<file path="config.mk">
export PLATFORM = sky130hd
export DESIGN_NAME = mips_regdump
export DESIGN_NICKNAME = d
export VERILOG_FILES = /design/src/rtl/mips_regdump.sv
export SDC_FILE = /design/constraint.sdc
export NUM_CORES = 1
export LEC_CHECK = 0
export CORE_MARGIN = 2
export CORE_UTILIZATION = 46
export CTS_CLUSTER_DIAMETER = 200
export DETAILED_ROUTE_END_ITERATION = 7
export GPL_TIMING_DRIVEN = 0
export HOLD_SLACK_MARGIN = 0.02
export PLACE_DENSITY_LB_ADDON = 0.15
export SYNTH_ARGS = -nofsm -noshare
export SYNTH_HDL_FRONTEND = slang
export SYNTH_SLANG_ARGS = --single-unit
</file>
<file path="constraint.sdc">
create_clock -name clk_i -period 4.7 [get_ports clk_i]
set_clock_uncertainty 0.05 [all_clocks]
set_input_delay 0.705 -clock clk_i [delete_from_list [all_inputs] [get_ports clk_i]]
set_output_delay 0.705 -clock clk_i [all_outputs]
set_load 0.02 [all_outputs]
</file>
<file path="src/rtl/mips_regdump.sv">
// Debug dump engine for the MIPS register file.
// Walks first..last (wrapping modulo 2**AW) on the register-file read port and
// streams {address, value} pairs over a valid/ready interface. The read port is
// combinational, so the word for nxt_q is captured on the same edge that issues
// the handshake. This sustains one word per cycle while the consumer is ready.
//
// state    | meaning
// ---------+-----------------------------------------------------------------
// ST_IDLE  | waiting for start_i; read port parked at address 0
// ST_FETCH | one cycle; read port driven with the first address of the range
// ST_SEND  | word presented on valid_o; read port already on the next address

module mips_regdump #(
   parameter int DW = 32,
   parameter int AW = 5
) (
   input  logic          clk_i,
   input  logic          nrst_i,
   input  logic          start_i,
   input  logic [AW-1:0] first_i,
   input  logic [AW-1:0] last_i,
   input  logic          abort_i,
   output logic [AW-1:0] raddr_o,
   input  logic [DW-1:0] rdata_i,
   output logic          valid_o,
   input  logic          ready_i,
   output logic [AW-1:0] addr_o,
   output logic [DW-1:0] data_o,
   output logic          last_o,
   output logic          busy_o,
   output logic          done_o
);

   typedef enum logic [1:0] {
      ST_IDLE  = 2'd0,
      ST_FETCH = 2'd1,
      ST_SEND  = 2'd2
   } state_t;

   state_t        state_q, state_d;
   logic [AW-1:0] nxt_q, nxt_d;
   logic [AW-1:0] first_q, first_d;
   logic [AW-1:0] last_q, last_d;
   logic [AW-1:0] addr_q, addr_d;
   logic [DW-1:0] data_q, data_d;
   logic          valid_q, valid_d;
   logic          busy_q, busy_d;
   logic          done_q, done_d;
   logic          handshake;
   logic          capture;

   assign handshake = valid_q & ready_i;

   // State register, range latches and registered outputs.
   always_ff @(posedge clk_i or negedge nrst_i) begin
      if (!nrst_i) begin
         state_q <= ST_IDLE;
         nxt_q   <= '0;
         first_q <= '0;
         last_q  <= '0;
         addr_q  <= '0;
         data_q  <= '0;
         valid_q <= 1'b0;
         busy_q  <= 1'b0;
         done_q  <= 1'b0;
      end else begin
         state_q <= state_d;
         nxt_q   <= nxt_d;
         first_q <= first_d;
         last_q  <= last_d;
         addr_q  <= addr_d;
         data_q  <= data_d;
         valid_q <= valid_d;
         busy_q  <= busy_d;
         done_q  <= done_d;
      end
   end

   // Next-state and datapath: abort wins over everything, including a handshake.
   always_comb begin
      state_d = state_q;
      nxt_d   = nxt_q;
      first_d = first_q;
      last_d  = last_q;
      addr_d  = addr_q;
      data_d  = data_q;
      done_d  = 1'b0;
      capture = 1'b0;

      case (state_q)
         ST_IDLE: begin
            if (start_i && !abort_i) begin
               first_d = first_i;
               last_d  = last_i;
               nxt_d   = first_i;
               state_d = ST_FETCH;
            end
         end
         ST_FETCH: begin
            if (abort_i) begin
               state_d = ST_IDLE;
            end else begin
               capture = 1'b1;
               state_d = ST_SEND;
            end
         end
         ST_SEND: begin
            if (abort_i) begin
               state_d = ST_IDLE;
            end else if (handshake) begin
               if (addr_q == last_q) begin
                  state_d = ST_IDLE;
                  done_d  = 1'b1;
               end else begin
                  capture = 1'b1;
               end
            end
         end
         default: begin
            state_d = ST_IDLE;
         end
      endcase

      // Capture the word currently on the read port and advance the walk.
      if (capture) begin
         data_d = rdata_i;
         addr_d = nxt_q;
         nxt_d  = nxt_q + 1'b1;
      end
   end

   // Flag outputs follow the state being entered so they are registered.
   always_comb begin
      valid_d = (state_d == ST_SEND);
      busy_d  = (state_d != ST_IDLE);
   end

   assign raddr_o = (state_q == ST_IDLE) ? '0 : nxt_q;
   assign valid_o = valid_q;
   assign addr_o  = addr_q;
   assign data_o  = data_q;
   assign last_o  = valid_q & (addr_q == last_q);
   assign busy_o  = busy_q;
   assign done_o  = done_q;

endmodule

</file>
==> flow_summary_export.csv <==
group,metric,value,unit
logic_synthesis,synth-edff-count,0,
logic_synthesis,synth_top_area_share,56.1,%
global_route,grt_max_degree,28,
logic_synthesis,synth.avg_cell_area,13.0,um^2
timing,setup_viol,0,
route,wl_per_cell,14.3,um
logic_synthesis,synth_cell_type_count,29,
floorplan,dieWidth,75.0,um
power_and_ir_drop,powerDensity,626,nW/um^2
timing,worstMarginPinSlew,0.618,ns
logic_synthesis,ys_warn_count,0,
cts,cts_resized,0,
finish,postLayoutCellArea,3420,um^2
cts,cts_tree,"built",
timing,max_slew_margin,58.8,%
critical_path,cp.arrival,2.12,ns
critical_path,r2r-start,"state_q[1]",
critical_path,crit_path_end_kind,"output port",
logic_synthesis,synthTopCellsByArea,"dfrtp_1, mux2_2, nand2_1",
floorplan,dieArea,5630,um^2
critical_path,crit_required,3.94,ns
worst_hold_path,hold_path.class,"input port to asynchronous set/reset pin",
critical_path,worstPathMaxFanout,10,
run_status,status,"complete, no violations",
floorplan,start_util,48.5,%
route,drc_errors,0,
global_route,grt_usage,18.8,%
finish,layout.nets,330,
logic_synthesis,async_flop_share,100,%
logic_synthesis,ys_seq_area_share,56.1,%
floorplan,fp-row-count,25,
place,portBuffers,92,
place,hpwl,3.75,mm
route,route.vias.total,1700,
flow_run,cap_violations,0,
finish,antenna_cells,0,
global_route,grt_pass1_vias,1699,
power_and_ir_drop,p_leak,1.45,nW
floorplan,die_height,75.0,um
finish,n_fill_cell,358,
cts,cts-root-buf,"clkbuf_8",
critical_path,rrSetupSlack,2.35,ns
floorplan,pin_count,93,
cts,clk_pin_slew,0.08,ns
critical_path,worstSetupPathType,"flip-flop to output port",
finish,post-route-util,71.4,%
cts,clock_sinks,52,
route,drt_iter0_drc,31,
timing,finalCritPeriodShare,61.1,%
critical_path,worstSetupStartpointType,"flip-flop",
route,dr.pass1.iters,4,
floorplan,core,4790,um^2
cts,ctsLongestPathBuffers,2,
timing,setup_tns,0,ns
cts,clock_latency,0.30,ns
global_route,overflow,0,
route,viasPerCell,4.93,
critical_path,critPathLaunch,"state_q[1]",
cts,ctsHoldBuffers,0,
route,routed_wirelength,4.93,mm
finish,drive_above_1_share,21.6,%
logic_synthesis,ys_ff_latch,52,
logic_synthesis,yosysTopAreaCell,"dfrtp_1",
power_and_ir_drop,irDropWorstVdd,0.344,mV
timing,rsz0062_at_grt,"no",
logic_synthesis,synthTopCellsByCount,"dfrtp_1, mux2_2, nand2_1, a21oi_1",
timing,slew_violations,0,
finish,multiInputGateArea,937,um^2
logic_synthesis,ys.flop_type,"dfrtp_1",
timing,fmax,348,MHz
place,place.gp.congestion,0.788,
cts,h-tree-depth,2,
route,ant_nets,0,
place,placed_area,3340,um^2
finish,syn2layout_area_growth,47.3,%
global_route,grt_pass1_wl,7.80,mm
timing,period_needed,2.87,ns
timing,whs,0.365,ns
power_and_ir_drop,p_total,2.14,mW
global_route,grt_antenna_before_repair,0,
cts,cts_made_buffers,5,
logic_synthesis,syn-num-nets,230,
logic_synthesis,synthesis.area,2320,um^2
timing,hold_viol_final,0,
cts,cts_setup_buffers,0,
logic_synthesis,syn_inst,178,
logic_synthesis,synth.most_common_cell,"dfrtp_1",
finish,seq_area,1300,um^2
path summary, 6_finish.rpt:
kind	endpoint	cells past startpoint
max	raddr_o[1]	5
min	state_q[1]	1
max reg2reg	nxt_q[3]	7
min reg2reg	last_q[1]	2
max in group asynchronous	data_o[8]	2
min in group clk_i	last_q[1]	2
cell type report:
class                      instances  area share [%]
buffer                             8            1.98
clock buffer                       6            2.12
timing repair buffer              93            27.4
tap                               67            2.45
multi-input combinational        114            27.4
sequential                        52            38.1
inverter                           4           0.439
clock inverter                     1           0.146
report_power, final:
group / leakage (nW) / internal (mW) / total [mW] / switching, mW
clock: 0.0410 / 0.102 / 0.236 / 0.135
combinational: 0.771 / 0.588 / 1.11 / 0.525
sequential: 0.637 / 0.656 / 0.791 / 0.135
layer usage:
layer	vias to the layer above	track usage [%]	routed length, um
met4	0	7.34	58
met5	-	0	0
met1	801	23.7	2160
met2	64	29.5	2330
li1	828	-	-
met3	7	7.23	380
state kept, by name, summed over array words and instances, names as in the netlist:
name / count
data_o: 32
addr_o: 5
last_q: 5
nxt_q: 5
state_q: 2
busy_o: 1
done_o: 1
valid_o: 1
cells by family (layout without fill, tap and decap cells):
logic type | count (synthesis) | after routing | synth area share, %
adders and majority gates | 5 | 5 | 2.70
DFF | 52 | 52 | 56.1
xor gates and xnor gates | 5 | 5 | 1.89
buffers and inverters | 12 | 112 | 3.56
and+or+nand+nor | 44 | 44 | 9.38
AOI/OAI and AO/OA | 19 | 19 | 6.58
muxes | 41 | 41 | 19.8
stage by stage:
stage	std cells	setup WS [ns]
3_3_place_gp	337	1.31
4_1_cts	345	1.82
5_1_grt	345	1.71
3_5_place_dp	338	1.96
2_1_floorplan	178	2.57
6_report	345	1.83
critical path, cell delays in order, from the launching register on:
cell and delay, ns:
dfrtp_1 0.44, inv_1 0.10, ha_1 0.20, clkbuf_1 0.23
nor2b_1 0.22, clkdlybuf4s50_1 0.63
cells in the final DEF (no fill, tap or decap), types with 4 or more instances in the layout:
cell | netlist | routed
buf_6 | 5 | 5
a21oi_1 | 6 | 6
dfrtp_1 | 52 | 52
clkdlybuf4s50_1 | 0 | 91
clkbuf_1 | 3 | 4
ha_1 | 5 | 5
mux2_2 | 39 | 39
inv_1 | 4 | 4
nor2b_1 | 5 | 5
xor2_1 | 5 | 5
nand2_1 | 19 | 19
clkbuf_8 | 0 | 5
No activity file was read; power rests on OpenSTA's default activity.
==> RTL edit: new RTL, same flow settings <==
`data_q` no longer has a reset.
--- a/src/rtl/mips_regdump.sv
+++ b/src/rtl/mips_regdump.sv
@@ -59,7 +59,6 @@
          first_q <= '0;
          last_q  <= '0;
          addr_q  <= '0;
-         data_q  <= '0;
          valid_q <= 1'b0;
          busy_q  <= 1'b0;
          done_q  <= 1'b0;
@@ -69,11 +68,14 @@
          first_q <= first_d;
          last_q  <= last_d;
          addr_q  <= addr_d;
-         data_q  <= data_d;
          valid_q <= valid_d;
          busy_q  <= busy_d;
          done_q  <= done_d;
       end
+   end
+
+   always_ff @(posedge clk_i) begin
+      data_q <= data_d;
    end
 
    // Next-state and datapath: abort wins over everything, including a handshake.
Function: differs if nrst_i is asserted again (counterexample within 4 cycles, from zero or initial values and one cycle with nrst_i low); with nrst_i held inactive, the same outputs for 4 cycles.
==> RTL edit against the original RTL <==
Non-clock buffer count shrank 4; via count fell by 8.9%; highest routed layer unchanged; worst setup slack better by 0.10 ns; final cell count is 9.3% lower; register-to-register slack worse by 0.13 ns; routed wire length decreased by 9.7%; sequential share of layout area up 8.3 points; power is 31% lower; sequential cell count unchanged; cell area decreased by 7.8%; critical endpoint is now raddr_o[0]; fmax up 3.8%; synthesized area shrank 10%.
==> RTL edit: results (changes against the original RTL) <==
met3 demand-to-capacity share in global routing=4.64% (-2.6 points); Detailed Place HPWL=3220 um (-14%); reg-to-reg slack, setup=2.22 ns (-0.13 ns); share of layout cells above drive strength 1=6.51% (-15 points); number of cells traversed by the worst register-to-register path=9 (+2); global routing met1 resource utilization=24.5% (+0.79 points); Placer Congestion=0.789 (+0.15%); Unique masters post-synth=33 (+14%); number of design-rule violations left by the first detailed-router iteration=96 (+210%); Hold Path Class=reg2reg; number of global-route vias before repair=1,508 (-11%); async set-reset flop share out of synthesis=38.5% (-62 points); placement-stage cell area=3070 um^2 (-8.1%); share of synthesized area occupied by flip-flops and latches=70.2% (+14 points); number of fill cells in the layout=325 (-9.2%); LEAKAGE=0.00125 uW (-14%); grt met2 use=30.9% (+1.3 points); crit path capture=raddr_o[0]; drt total wl=4450 um (-9.7%); number of enable flip-flop cells after synthesis=32 (+32); syn nets=213 (-7.4%); commonest cells in the netlist=sky130_fd_sc_hd__nand2_1, sky130_fd_sc_hd__edfxtp_1, sky130_fd_sc_hd__dfrtp_1; outcome=finished, final reports clean; most area-consuming cells after synthesis=sky130_fd_sc_hd__edfxtp_1, sky130_fd_sc_hd__dfrtp_1, sky130_fd_sc_hd__nand2_1; area of all sequential standard cells=1460 um^2 (+12%); Nets=312 (-5.5%); All-Layer GR Usage=18.6% (-0.21 points); Critical Path AT=2.01 ns (-0.11 ns)
## RTL edit: cell count changes after synthesis, moves of 3 or more
| cell | unedited run | this run |
|---|---|---|
| sky130_fd_sc_hd__mux2_2 | 39 | 0 |
| sky130_fd_sc_hd__dfrtp_1 | 52 | 20 |
| sky130_fd_sc_hd__edfxtp_1 | 0 | 32 |
| sky130_fd_sc_hd__nand2_1 | 19 | 36 |
| sky130_fd_sc_hd__nand3_1 | 3 | 9 |
| sky130_fd_sc_hd__buf_6 | 5 | 0 |
| sky130_fd_sc_hd__and3_1 | 3 | 0 |
| sky130_fd_sc_hd__o221a_2 | 3 | 0 |
## RTL edit: per-stage QoR
step | setup slack [ns] | hold slack [ns] | std cells
6_report | 1.93 | 0.449 | 313
5_1_grt | 1.82 | 0.493 | 313
4_1_cts | 1.92 | 0.453 | 313
3_5_place_dp | 1.78 | 0.432 | 305
3_3_place_gp | 1.82 | 0.429 | 305
2_1_floorplan | 2.55 | 0.359 | 161
## RTL edit: cell families (layout without fill, tap and decap cells)
logic type | after synthesis | after routing | synth area share (%)
buffers and inverters | 10 | 110 | 2.22
xor gates and xnor gates | 5 | 5 | 2.10
muxes | 1 | 1 | 0.480
and+or+nand+nor | 70 | 70 | 16.0
DFF | 52 | 52 | 70.2
adders and majority gates | 5 | 5 | 3.00
AOI/OAI and AO/OA | 18 | 18 | 6.07
## RTL edit: layout make-up
class                      instances  share of cell area, %
clock inverter                     1                  0.159
timing repair buffer              92                   29.2
clock buffer                       7                   2.42
tap                               52                   2.07
buffer                             5                  0.874
inverter                           5                  0.596
sequential                        52                   46.4
multi-input combinational         99                   18.3
## RTL edit: report_power, final
part | internal [uW] | switching [uW] | total, uW
clock | 105 | 135 | 240
sequential | 592 | 75.1 | 667
combinational | 261 | 299 | 560
